--- src/rtl/pipe_hazard_ctrl_pkg.sv ---
// rtl/pipe_hazard_ctrl_pkg.sv - shared constants and types for the pipeline hazard controller
package pipe_hazard_ctrl_pkg;

    localparam int PHC_REG_AW         = 3;
    localparam int PHC_BRANCH_PENALTY = 2;

    localparam logic [1:0] ST_RUN      = 2'd0;
    localparam logic [1:0] ST_BR_FLUSH = 2'd1;
    localparam logic [1:0] ST_MEM_WAIT = 2'd2;

    // Opcode the ID decoder matches to raise exe_mem_read further down the pipe.
    localparam logic [3:0] OP_LOAD = 4'b1000;

    typedef struct packed {
        logic pc_write;
        logic pc_sel_branch;
        logic if_id_write;
        logic if_id_flush;
        logic id_exe_flush;
        logic pipe_hold;
    } ctrl_t;

    function automatic ctrl_t ctrl_run_default();
        ctrl_t c;
        c.pc_write      = 1'b1;
        c.pc_sel_branch = 1'b0;
        c.if_id_write   = 1'b1;
        c.if_id_flush   = 1'b0;
        c.id_exe_flush  = 1'b0;
        c.pipe_hold     = 1'b0;
        return c;
    endfunction

    function automatic ctrl_t ctrl_in_reset();
        ctrl_t c;
        c.pc_write      = 1'b0;
        c.pc_sel_branch = 1'b0;
        c.if_id_write   = 1'b0;
        c.if_id_flush   = 1'b1;
        c.id_exe_flush  = 1'b1;
        c.pipe_hold     = 1'b0;
        return c;
    endfunction

endpackage

--- src/rtl/pipe_hazard_ctrl_hazard_cmp.sv ---
// rtl/pipe_hazard_ctrl_hazard_cmp.sv - combinational load-use register comparator
module hazard_cmp #(
    parameter int REG_AW = 3
) (
    input  logic [REG_AW-1:0] id_rs,
    input  logic [REG_AW-1:0] id_rt,
    input  logic              id_uses_rt,
    input  logic [REG_AW-1:0] exe_dest,
    input  logic              exe_mem_read,
    input  logic              exe_regwrite,
    output logic              hazard
);

    // Register 0 is an ordinary register in this core, so no zero-reg exclusion.
    assign hazard = exe_mem_read && exe_regwrite &&
                    ((exe_dest == id_rs) || (id_uses_rt && (exe_dest == id_rt)));

endmodule

--- src/rtl/pipe_hazard_ctrl.sv ---
// rtl/pipe_hazard_ctrl.sv - load-use / branch-flush / mem-wait sequencer; HAZARD_PERF_CNT_EN adds stall/flush counters
module pipe_hazard_ctrl
    import pipe_hazard_ctrl_pkg::*;
#(
    parameter int REG_AW         = PHC_REG_AW,
    parameter int BRANCH_PENALTY = PHC_BRANCH_PENALTY
) (
    input  logic              clock,
    input  logic              reset,
    input  logic [REG_AW-1:0] id_rs,
    input  logic [REG_AW-1:0] id_rt,
    input  logic              id_uses_rt,
    input  logic [REG_AW-1:0] exe_dest,
    input  logic              exe_mem_read,
    input  logic              exe_regwrite,
    input  logic              exe_branch_taken,
    input  logic              mem_busy,
    output logic              pc_write,
    output logic              pc_sel_branch,
    output logic              if_id_write,
    output logic              if_id_flush,
    output logic              id_exe_flush,
    output logic              pipe_hold,
    output logic [1:0]        busy_state
`ifdef HAZARD_PERF_CNT_EN
    ,
    output logic [15:0]       stall_cnt,
    output logic [15:0]       flush_cnt
`endif
);

    localparam logic [2:0] PEN_M1    = 3'(BRANCH_PENALTY - 1);
    localparam bit         MULTI_PEN = (BRANCH_PENALTY > 1);

    logic [1:0] state, state_nxt;
    logic [1:0] saved_state, saved_nxt;
    logic [1:0] eff_state;
    logic [2:0] counter, counter_nxt;
    logic       load_use;
    logic       stall_evt;
    ctrl_t      ctrl;

    hazard_cmp #(.REG_AW(REG_AW)) u_hazard_cmp (
        .id_rs        (id_rs),
        .id_rt        (id_rt),
        .id_uses_rt   (id_uses_rt),
        .exe_dest     (exe_dest),
        .exe_mem_read (exe_mem_read),
        .exe_regwrite (exe_regwrite),
        .hazard       (load_use)
    );

    // MEM_WAIT behaves as whichever state it interrupted once mem_busy drops.
    always_comb begin
        unique case (state)
            ST_MEM_WAIT: eff_state = saved_state;
            ST_BR_FLUSH: eff_state = ST_BR_FLUSH;
            default:     eff_state = ST_RUN;
        endcase
    end

    always_comb begin
        ctrl        = ctrl_run_default();
        state_nxt   = eff_state;
        saved_nxt   = saved_state;
        counter_nxt = counter;
        stall_evt   = 1'b0;
        if (mem_busy) begin
            ctrl.pc_write    = 1'b0;
            ctrl.if_id_write = 1'b0;
            ctrl.pipe_hold   = 1'b1;
            state_nxt        = ST_MEM_WAIT;
            saved_nxt        = eff_state;
            stall_evt        = 1'b1;
        end else if (eff_state == ST_BR_FLUSH) begin
            ctrl.if_id_flush  = 1'b1;
            ctrl.id_exe_flush = 1'b1;
            if (counter <= 3'd1) begin
                state_nxt   = ST_RUN;
                counter_nxt = 3'd0;
            end else begin
                counter_nxt = counter - 3'd1;
            end
        end else if (exe_branch_taken) begin
            ctrl.pc_sel_branch = 1'b1;
            ctrl.if_id_flush   = 1'b1;
            ctrl.id_exe_flush  = 1'b1;
            if (MULTI_PEN) begin
                state_nxt   = ST_BR_FLUSH;
                counter_nxt = PEN_M1;
            end
        end else if (load_use) begin
            ctrl.pc_write     = 1'b0;
            ctrl.if_id_write  = 1'b0;
            ctrl.id_exe_flush = 1'b1;
            stall_evt         = 1'b1;
        end
        if (!reset) begin
            ctrl      = ctrl_in_reset();
            stall_evt = 1'b0;
        end
    end

    always_ff @(posedge clock or negedge reset) begin
        if (!reset) begin
            state       <= ST_RUN;
            saved_state <= ST_RUN;
            counter     <= 3'd0;
        end else begin
            state       <= state_nxt;
            saved_state <= saved_nxt;
            counter     <= counter_nxt;
        end
    end

    assign pc_write      = ctrl.pc_write;
    assign pc_sel_branch = ctrl.pc_sel_branch;
    assign if_id_write   = ctrl.if_id_write;
    assign if_id_flush   = ctrl.if_id_flush;
    assign id_exe_flush  = ctrl.id_exe_flush;
    assign pipe_hold     = ctrl.pipe_hold;
    assign busy_state    = reset ? state : ST_RUN;

`ifdef HAZARD_PERF_CNT_EN
    always_ff @(posedge clock or negedge reset) begin
        if (!reset) begin
            stall_cnt <= 16'd0;
            flush_cnt <= 16'd0;
        end else begin
            if (stall_evt && (stall_cnt != 16'hFFFF))
                stall_cnt <= stall_cnt + 16'd1;
            if (ctrl.if_id_flush && (flush_cnt != 16'hFFFF))
                flush_cnt <= flush_cnt + 16'd1;
        end
    end
`endif

endmodule

--- config.mk ---
export PLATFORM = sky130hd
export DESIGN_NAME = pipe_hazard_ctrl
export DESIGN_NICKNAME = d
export VERILOG_FILES = /design/src/rtl/pipe_hazard_ctrl_pkg.sv /design/src/rtl/pipe_hazard_ctrl_hazard_cmp.sv /design/src/rtl/pipe_hazard_ctrl.sv
export SDC_FILE = /design/constraint.sdc
export NUM_CORES = 1
export LEC_CHECK = 0
export CELL_PAD_IN_SITES_DETAIL_PLACEMENT = 0
export CELL_PAD_IN_SITES_GLOBAL_PLACEMENT = 1
export CORE_AREA = 2 2 45 47
export CTS_CLUSTER_SIZE = 16
export DETAILED_ROUTE_END_ITERATION = 7
export DIE_AREA = 0 0 47 49
export GPL_TIMING_DRIVEN = 0
export PLACE_DENSITY_LB_ADDON = 0.08
export SYNTH_ARGS = -nofsm -noshare
export SYNTH_HDL_FRONTEND = slang
export SYNTH_SLANG_ARGS = --single-unit
--- constraint.sdc ---
create_clock -name clock -period 2.6 [get_ports clock]
set_clock_uncertainty 0.1 [all_clocks]
set_input_delay 0.39 -clock clock [delete_from_list [all_inputs] [get_ports clock]]
set_output_delay 0.39 -clock clock [all_outputs]
set_load 0.005 [all_outputs]
Word-level counts from Yosys, hierarchy flattened:

Cells that the tools add are included.

* $lt $le $gt $ge: 1
* add/subtract/negate cells: 1
* eq/ne operators: 5
* bitwise logic cells: 1
* multiplexer cells: 22
* reductions and logical operators: 6

Operators with widths (count)
* 2-bit 2-to-1 mux: 7
* 3-bit 2-to-1 mux: 4
* 1-bit 2-to-1 mux: 9
* 3-bit equality test: 2
* 6-bit 2-to-1 mux: 1
* 2-bit by 1-bit equality test with 1-bit output (second input constant): 2
* 2-bit one-hot mux with 2 select lines: 1
* 3-bit by 1-bit less-or-equal comparator with 1-bit output (second input constant): 1
* 1-bit logical AND: 3
* 3-bit by 1-bit subtractor with 3-bit output (second input constant): 1
* 2-bit equality test (second input constant): 1
* 2-bit AND reduction: 1
* 2-bit nonzero test: 1
* 1-bit logical OR: 1
* 1-bit NOT: 1

* word-level logic and storage cells: 39
* flip-flop bits (word level): 7
* bits of input ports: 16

Longest topological paths before layout:

Gate-level depths: netlist (run 1).

* word-level depth: 9
* gate-level depth with buffers: 6
* depth with buffers taken out: 6

Cells and area by module:

Synthesis (run 1) repeated with hierarchy kept, for this count alone.

* cell total of the unflattened synthesis: 60
* area total of the unflattened synthesis: 526.8 µm²

Modules (own cells, without submodules)
* pipe_hazard_ctrl: instances 1, area an instance 454.2 µm², seq. area each 175.2 µm², cells an instance 50
* hazard_cmp: instances 1, area an instance 72.6 µm², seq. area each 0.0 µm², cells an instance 10

Worst setup path before layout (run 1):

No wires, ideal clock.

* kind: register to output
* start: reg state[0]
* end: out pc_write
* buffers on the path: 1
* stages on the path, launching flop included: 7
* data arrival time: 1422 ps
* data required time: 2110 ps
* slack: 688 ps
* cells stage by stage: dfrtp_1 > inv_1 > ha_1 > a21o_1 > and2_1 > o311a_1 > buf_4

* word-level cells in the longest chain between the ends: 6
* elaborated cells between the ends (all ways): 7
* those cells by class: 3 x eq/ne; 4 x mux

Ends and longest elaborated chain
* start: declaration: line pipe_hazard_ctrl.sv:35 `logic [1:0] state, state_nxt;`
* start signal: assignment: line pipe_hazard_ctrl.sv:110 `state <= state_nxt;`
* 2-bit by 1-bit equality test with 1-bit output / 2-bit equality test (equally long branches): line pipe_hazard_ctrl.sv:55 `unique case (state)`
* 2-bit one-hot mux with 2 select lines *: line pipe_hazard_ctrl.sv:55
* 2-bit by 1-bit equality test with 1-bit output *: line pipe_hazard_ctrl.sv:75 `end else if (eff_state == ST_BR_FLUSH) begin`
* 3-bit 2-to-1 mux *: line pipe_hazard_ctrl.sv:75
* 1-bit 2-to-1 mux *: line pipe_hazard_ctrl.sv:68 `if (mem_busy) begin`
* 6-bit 2-to-1 mux *: line pipe_hazard_ctrl.sv:98 `if (!reset) begin`
* end: declaration: line pipe_hazard_ctrl.sv:18 `output logic pc_write,`

Mark *: on every way between the ends. The rest lies on a longest branch, timed or not.

Worst setup path after layout (run 1):

* start: in id_rt[2]
* end: out pc_write

* word-level cells in the longest chain between the ends: 9

Ends and longest elaborated chain
* start: declaration: line pipe_hazard_ctrl.sv:11 `input logic [REG_AW-1:0] id_rt,`
* 3-bit equality test: line pipe_hazard_ctrl_hazard_cmp.sv:16 `((exe_dest == id_rs) || (id_uses_rt && (exe_dest == id_rt)));`
* 1-bit logical AND: line pipe_hazard_ctrl_hazard_cmp.sv:16
* 1-bit logical OR: line pipe_hazard_ctrl_hazard_cmp.sv:16
* 1-bit logical AND: line pipe_hazard_ctrl_hazard_cmp.sv:15 `assign hazard = exe_mem_read && exe_regwrite &&`
* 1-bit 2-to-1 mux: line pipe_hazard_ctrl.sv:92 `end else if (load_use) begin`
* 1-bit 2-to-1 mux: line pipe_hazard_ctrl.sv:84 `end else if (exe_branch_taken) begin`
* 3-bit 2-to-1 mux: line pipe_hazard_ctrl.sv:75
* 1-bit 2-to-1 mux: line pipe_hazard_ctrl.sv:68
* 6-bit 2-to-1 mux: line pipe_hazard_ctrl.sv:98

Every way passes these cells.

==> results of run 1 <==
==> cell usage after synthesis (all sizes together) (3+ instances only) <==
library cell  n
dfrtp         7
inv           5
and2          4
ha            4
nor2          4
o21ai         4
xnor2         3
xor2          3
==> metal layers <==
| layer | vias to the layer above | wire [um] | GRT usage |
|---|---|---|---|
| li1 | 261 | - | - |
| met1 | 219 | 522 | 0.148 |
| met2 | 27 | 540 | 0.185 |
| met3 | 4 | 92 | 0.0407 |
| met4 | 0 | 38 | 0.0972 |
| met5 | - | 0 | 0 |
==> final timing paths <==
path,start,end,cells past startpoint
min in group clock,saved_state[0]$_DFFE_PN0P_,saved_state[0]$_DFFE_PN0P_,1
worst max-delay path,id_rt[2],pc_write,7
worst min-delay path,reset,state[1]$_DFF_PN0_,1
worst max register to register,state[0]$_DFF_PN0_,counter[1]$_DFFE_PN0P_,6
max in group asynchronous,reset,counter[2]$_DFFE_PN0P_,1
worst min register to register,saved_state[0]$_DFFE_PN0P_,saved_state[0]$_DFFE_PN0P_,1
==> area by class of cell <==
class	count	area (sq um)
buffer	2	11.3
clock buffer	4	26.3
sequential	7	175
timing repair buffer	23	226
inverter	5	18.8
tap	27	33.8
multi-input combinational	45	348
fill	196	1000
==> sequential cells by signal, indices dropped and copies added, names as in the netlist <==
register / count
saved_state: 2
counter: 3
state: 2
==> metrics by stage <==
stage               worst slack [ps]  instances
global route                    6.18        113
floorplan                        688         59
finish                          88.5        113
global placement                -120        109
detailed placement              -130        109
CTS                             11.5        113
==> where the power goes <==
| part | total [mW] | internal (mW) | switching [mW] |
|---|---|---|---|
| Combinational | 0.106 | 0.0609 | 0.0454 |
| Sequential | 0.122 | 0.116 | 0.00597 |
| Clock | 0.103 | 0.0588 | 0.0445 |
| Total | 0.331 | 0.235 | 0.0959 |
==> critical path: stages <==
cell	delay, ps
clkdlybuf4s50_1	470
xnor2_1	120
and4_1	220
o211ai_2	90
o311a_1	350
buf_4	130
dlygate4sd2_1	250
==> logic make-up after synthesis <==
group,after synthesis,synth area share
muxes,2,0.0369
buffers and inverters,7,0.0553
and+or+nand+nor,16,0.173
AOI/OAI and AO/OA,17,0.224
xor gates and xnor gates,6,0.0968
DFF,7,0.323
adders and majority gates,4,0.0922
==> what timing repair did <==
item,in CTS,in global routing
pin swaps,3,0
gates resized for setup,7,3
setup endpoints to repair,2,2
==> results.py, run 1 <==
metrics = {
    "sta": {
        "timing.hold.ws_ps": -11.7,
        "timing.final.crit_share": 0.966,
        "worstMarginPinSlew_ps": 523,
        "slew_viol_final": 0,
        "finalSetupViolCount": 0,
        "maxSlewHeadroom": 0.651,
        "fin_crit_ps": 2510,
        "tns_ps": 0,
        "hold_viol": 7,
        "fmax_mhz": 398,
        "grt_setup_unrepaired": "false",
    },
    "yosys": {
        "syn-num-nets": 79,
        "ys_seq_area_frac": 0.323,
        "synth_edf_count": 0,
        "async_flop_share": 1.00,
        "netlist_area_sq_um": 543,
        "syn_inst": 59,
        "synthTopCellsByArea": "dfrtp_1, ha_1, xnor2_1, xor2_1, and2_1",
        "yosysWarningCount": 0,
        "ys_types": 28,
        "netlist.area_leader.share": 0.323,
        "ys_seq_elements": 7,
        "ys.flop_type": "dfrtp_1",
        "yosysTopAreaCell": "dfrtp_1",
        "syn_area_per_cell_sq_um": 9.20,
    },
    "power": {
        "power_density_mw_per_mm2": 394,
        "max-vdd-ir-drop_uv": 164,
        "total_power_mw": 0.331,
        "p_leak_nw": 0.364,
    },
    "place": {
        "hpwlAfterDp_um": 953,
        "gp_congestion": 0.689,
        "placed_area_sq_um": 807,
        "port_buffers": 23,
    },
    "status": {
        "failed_checks": "negative hold slack",
        "status": "finished, violations left",
    },
    "setup_path": {
        "end_kind": "primary output",
        "critPathArrivalTime_ps": 2020,
        "required_ps": 2110,
        "critical_path_class": "input port to primary output",
        "path_max_fanout": 2,
        "cp-start-kind": "input port",
        "ff2ff_setup_slack_ps": 1000,
    },
    "drt": {
        "detail-route-antenna-nets": 0,
        "wire_per_inst_um": 10.6,
        "routed_via_density": 4.52,
        "drt-total-wl_um": 1190,
        "vias": 511,
        "drc_errors": 0,
        "first_pass_iters": 4,
        "first_iter_violations": 7,
    },
    "run": {
        "cap_viol_max_count": 0,
    },
    "clock_network": {
        "cts_buffers": 3,
        "cts_root_buffer": "clkbuf_4",
        "post_cts_buffers": 0,
        "path_clk_slew_ps": 50,
        "insertion_delay_ps": 260,
        "htree_levels": 1,
        "cts_num_sinks": 7,
        "hold_buffers": 0,
        "cts_tree": "yes",
        "ctsLongestPathBuffers": 2,
    },
    "floorplanning": {
        "core.rowCount": 16,
        "fp.dieH_um": 49,
        "core-area_sq_mm": 0.00184,
        "ios": 24,
        "die_width_um": 47,
        "dieArea_sq_mm": 0.00230,
        "start_util": 0.295,
    },
    "finish": {
        "fin_util": 0.456,
        "fin_area_sq_um": 840,
        "antennaDiodeCount": 0,
        "fin_nets": 107,
        "mostFrequentLayoutCell": "clkdlybuf4s50_1",
        "layout_common_cells": "clkdlybuf4s50_1, dfrtp_1, inv_1, dlygate4sd2_1",
        "drive_gt1_frac": 0.105,
        "area.growth.synth_to_final_pct": 54.6,
    },
    "global_routing": {
        "grt_pass1_vias": 502,
        "antenna_found_initial": 0,
        "grt_pass1_wl_um": 2050,
        "grtUsageTotal": 0.127,
        "grt_max_degree": 15,
        "grt_overflow": 0,
    },
    "hold_path": {
        "min_path_type": "input port to asynchronous set/reset pin",
    },
}
No activity file was read; power rests on OpenSTA's default activity.
==> run 2, diff against run 1 <==
--- a/config.mk
+++ b/config.mk
@@ -12,7 +12,7 @@
 export DETAILED_ROUTE_END_ITERATION = 7
 export DIE_AREA = 0 0 47 49
 export GPL_TIMING_DRIVEN = 0
-export PLACE_DENSITY_LB_ADDON = 0.08
+export PLACE_DENSITY_LB_ADDON = 0.2
 export SYNTH_ARGS = -nofsm -noshare
 export SYNTH_HDL_FRONTEND = slang
 export SYNTH_SLANG_ARGS = --single-unit
==> run 2 against run 1 <==
The run still ends with negative hold slack left. Non-clock buffer count did not move. Via count increased by 3.7%. Total power is 0.92% lower. Global-route usage fell by 0.69 points. Combinational power is essentially flat. Final area is 0.30% lower. Clock power about the same. Hold slack is essentially flat. Sequential power barely moved. First-iteration DRC count is 57% higher. Largest cell class unchanged.
==> results.py, run 2 (synthesis results as in run 1) <==
metrics = {
    "status": {
        "status": "finished, violations left",
        "failed_checks": "negative hold slack",
    },
    "power": {
        "p_leak_nw": 0.365,
        "power_density_mw_per_mm2": 392,
        "max-vdd-ir-drop_uv": 149,
    },
    "sta": {
        "fmax_mhz": 397,
        "fin_ws_ps": 81.9,
        "fin_crit_ps": 2520,
        "finalSetupViolCount": 0,
        "worstMarginPinSlew_ps": 506,
        "maxSlewHeadroom": 0.662,
        "timing.hold.ws_ps": -11.9,
        "grt_setup_unrepaired": "false",
        "hold_viol": 7,
        "slew_viol_final": 0,
        "timing.final.crit_share": 0.968,
    },
    "setup_path": {
        "rr_endpoint": "counter[1]$_DFFE_PN0P_",
        "required_ps": 2110,
        "path_cells": "clkdlybuf4s50_1, xnor2_1, and4_1, o211ai_2, a31oi_1, clkdlybuf4s50_1",
        "worst-path-buf-inv": 2,
        "critical_path_class": "input port to primary output",
        "reg2reg_depth": 6,
        "crit_family": "buffers and inverters",
        "slowest_stage": "clkdlybuf4s50_1",
        "end_kind": "primary output",
        "path_depth": 6,
        "cp_common_cell": "clkdlybuf4s50_1",
        "cpPeakStageDelay_ps": 530,
        "critPathArrivalTime_ps": 2030,
        "reg2reg_from": "state[0]$_DFF_PN0_",
        "path_max_fanout": 2,
        "ff2ff_setup_slack_ps": 990,
        "cp-start-kind": "input port",
    },
    "run": {
        "cap_viol_max_count": 0,
    },
    "floorplanning": {
        "die_width_um": 47,
        "core.rowCount": 16,
        "fp.dieH_um": 49,
        "ios": 24,
        "start_util": 0.295,
        "dieArea_sq_mm": 0.00230,
        "core-area_sq_mm": 0.00184,
    },
    "finish": {
        "mostFrequentLayoutCell": "clkdlybuf4s50_1",
        "largest_register_ffs": 3,
        "fin_cells": 113,
        "layout.area.seq_sq_um": 175,
        "antennaDiodeCount": 0,
        "multi_input_area_sq_um": 345,
        "regMostFlops": "counter",
        "fin_nets": 107,
        "area.growth.synth_to_final_pct": 54.1,
        "fill_cells": 192,
        "reg.largest.list": "counter (3), saved_state (2), state (2)",
        "layout_common_cells": "clkdlybuf4s50_1, dfrtp_1, inv_1, dlygate4sd2_1",
        "drive_gt1_frac": 0.0930,
    },
    "place": {
        "dp_slack_ps": -132,
        "gp_congestion": 0.667,
        "dp.cells": 109,
        "hpwlAfterDp_um": 984,
        "port_buffers": 23,
    },
    "clock_network": {
        "path_clk_slew_ps": 50,
        "cts_num_sinks": 7,
        "ctsLongestPathBuffers": 2,
        "hold_buffers": 0,
        "post_cts_buffers": 0,
        "insertion_delay_ps": 250,
        "cts_buffers": 3,
        "cts_tree": "yes",
        "htree_levels": 1,
        "cts_root_buffer": "clkbuf_4",
    },
    "global_routing": {
        "grt_overflow": 0,
        "grt_pass1_vias": 496,
        "grt_max_degree": 15,
        "grt_pass1_wl_um": 2010,
        "antenna_found_initial": 0,
        "grtUsageTotal": 0.120,
    },
    "hold_path": {
        "min_path_type": "input port to asynchronous set/reset pin",
    },
    "drt": {
        "drt-total-wl_um": 1170,
        "first_pass_iters": 4,
        "drc_errors": 0,
        "vias": 530,
        "first_iter_violations": 11,
        "detail-route-antenna-nets": 0,
        "routed_via_density": 4.69,
        "wire_per_inst_um": 10.4,
    },
}
-- run 2: changes by cell type in the layout (fill, tap and decap cells not counted) --
cell,previous run,this run
ha_1,3,4
ha_2,1,0
-- run 2: metrics by stage --
stage | hold WS, ps | util | setup TNS [ps] | total power [mW] | cell area (sq um)
floorplan | -5.59 | - | 0 | 0.177 | 543
finish | -11.9 | 0.454 | 0 | 0.328 | 837
detailed placement | 406 | 0.438 | -157 | 0.231 | 807
CTS | 383 | 0.451 | 0 | 0.329 | 831
global route | 19.9 | 0.454 | 0 | 0.352 | 837
global placement | 406 | 0.438 | -156 | 0.230 | 807
-- run 2: worst reg2reg max path, stage by stage, from the launching register on --
cell and delay [ps]:
dfrtp_1 360, inv_1 50, ha_1 330, a21oi_2 180
and2_1 200, nand2_1 80, o32ai_1 220
-- run 2: worst max path at each step --
stage / from / endpoint
floorplan: state[0]$_DFF_PN0_ / pc_write
global placement: exe_dest[0] / pc_write
detailed placement: exe_dest[0] / pc_write
CTS: reset / id_exe_flush
global route: id_rt[0] / id_exe_flush
finish: id_rt[0] / id_exe_flush
-- run 2: repair_timing --
action	4_1_cts	5_1_grt
gates resized for setup	6	3
pin swaps	4	2
endpoints found under the hold margin	0	0
endpoints found under the setup margin	3	3
-- run 2: per-layer routing --
| layer | GRT usage | vias up | share of wire | wire, um |
|---|---|---|---|---|
| met2 | 0.183 | 30 | 0.48 | 564 |
| li1 | - | 265 | - | - |
| met1 | 0.142 | 230 | 0.41 | 476 |
| met4 | 0.0833 | 0 | 0.031 | 36 |
| met5 | 0 | - | 0 | 0 |
| met3 | 0.0296 | 5 | 0.082 | 96 |
-- run 2: final cells by class --
cell class,count,share of cell area
Tap cell,27,0.0404
Buffer,2,0.0135
Sequential cell,7,0.209
Timing Repair Buffer,23,0.271
Inverter,5,0.0224
Multi-Input combinational cell,45,0.413
Clock buffer,4,0.0314
-- run 2: power breakdown --
part / total (mW) / switching, mW / internal [mW]
registers: 0.122 / 0.00596 / 0.116
clock network: 0.100 / 0.0418 / 0.0587
logic: 0.106 / 0.0459 / 0.0602
total: 0.328 / 0.0937 / 0.234
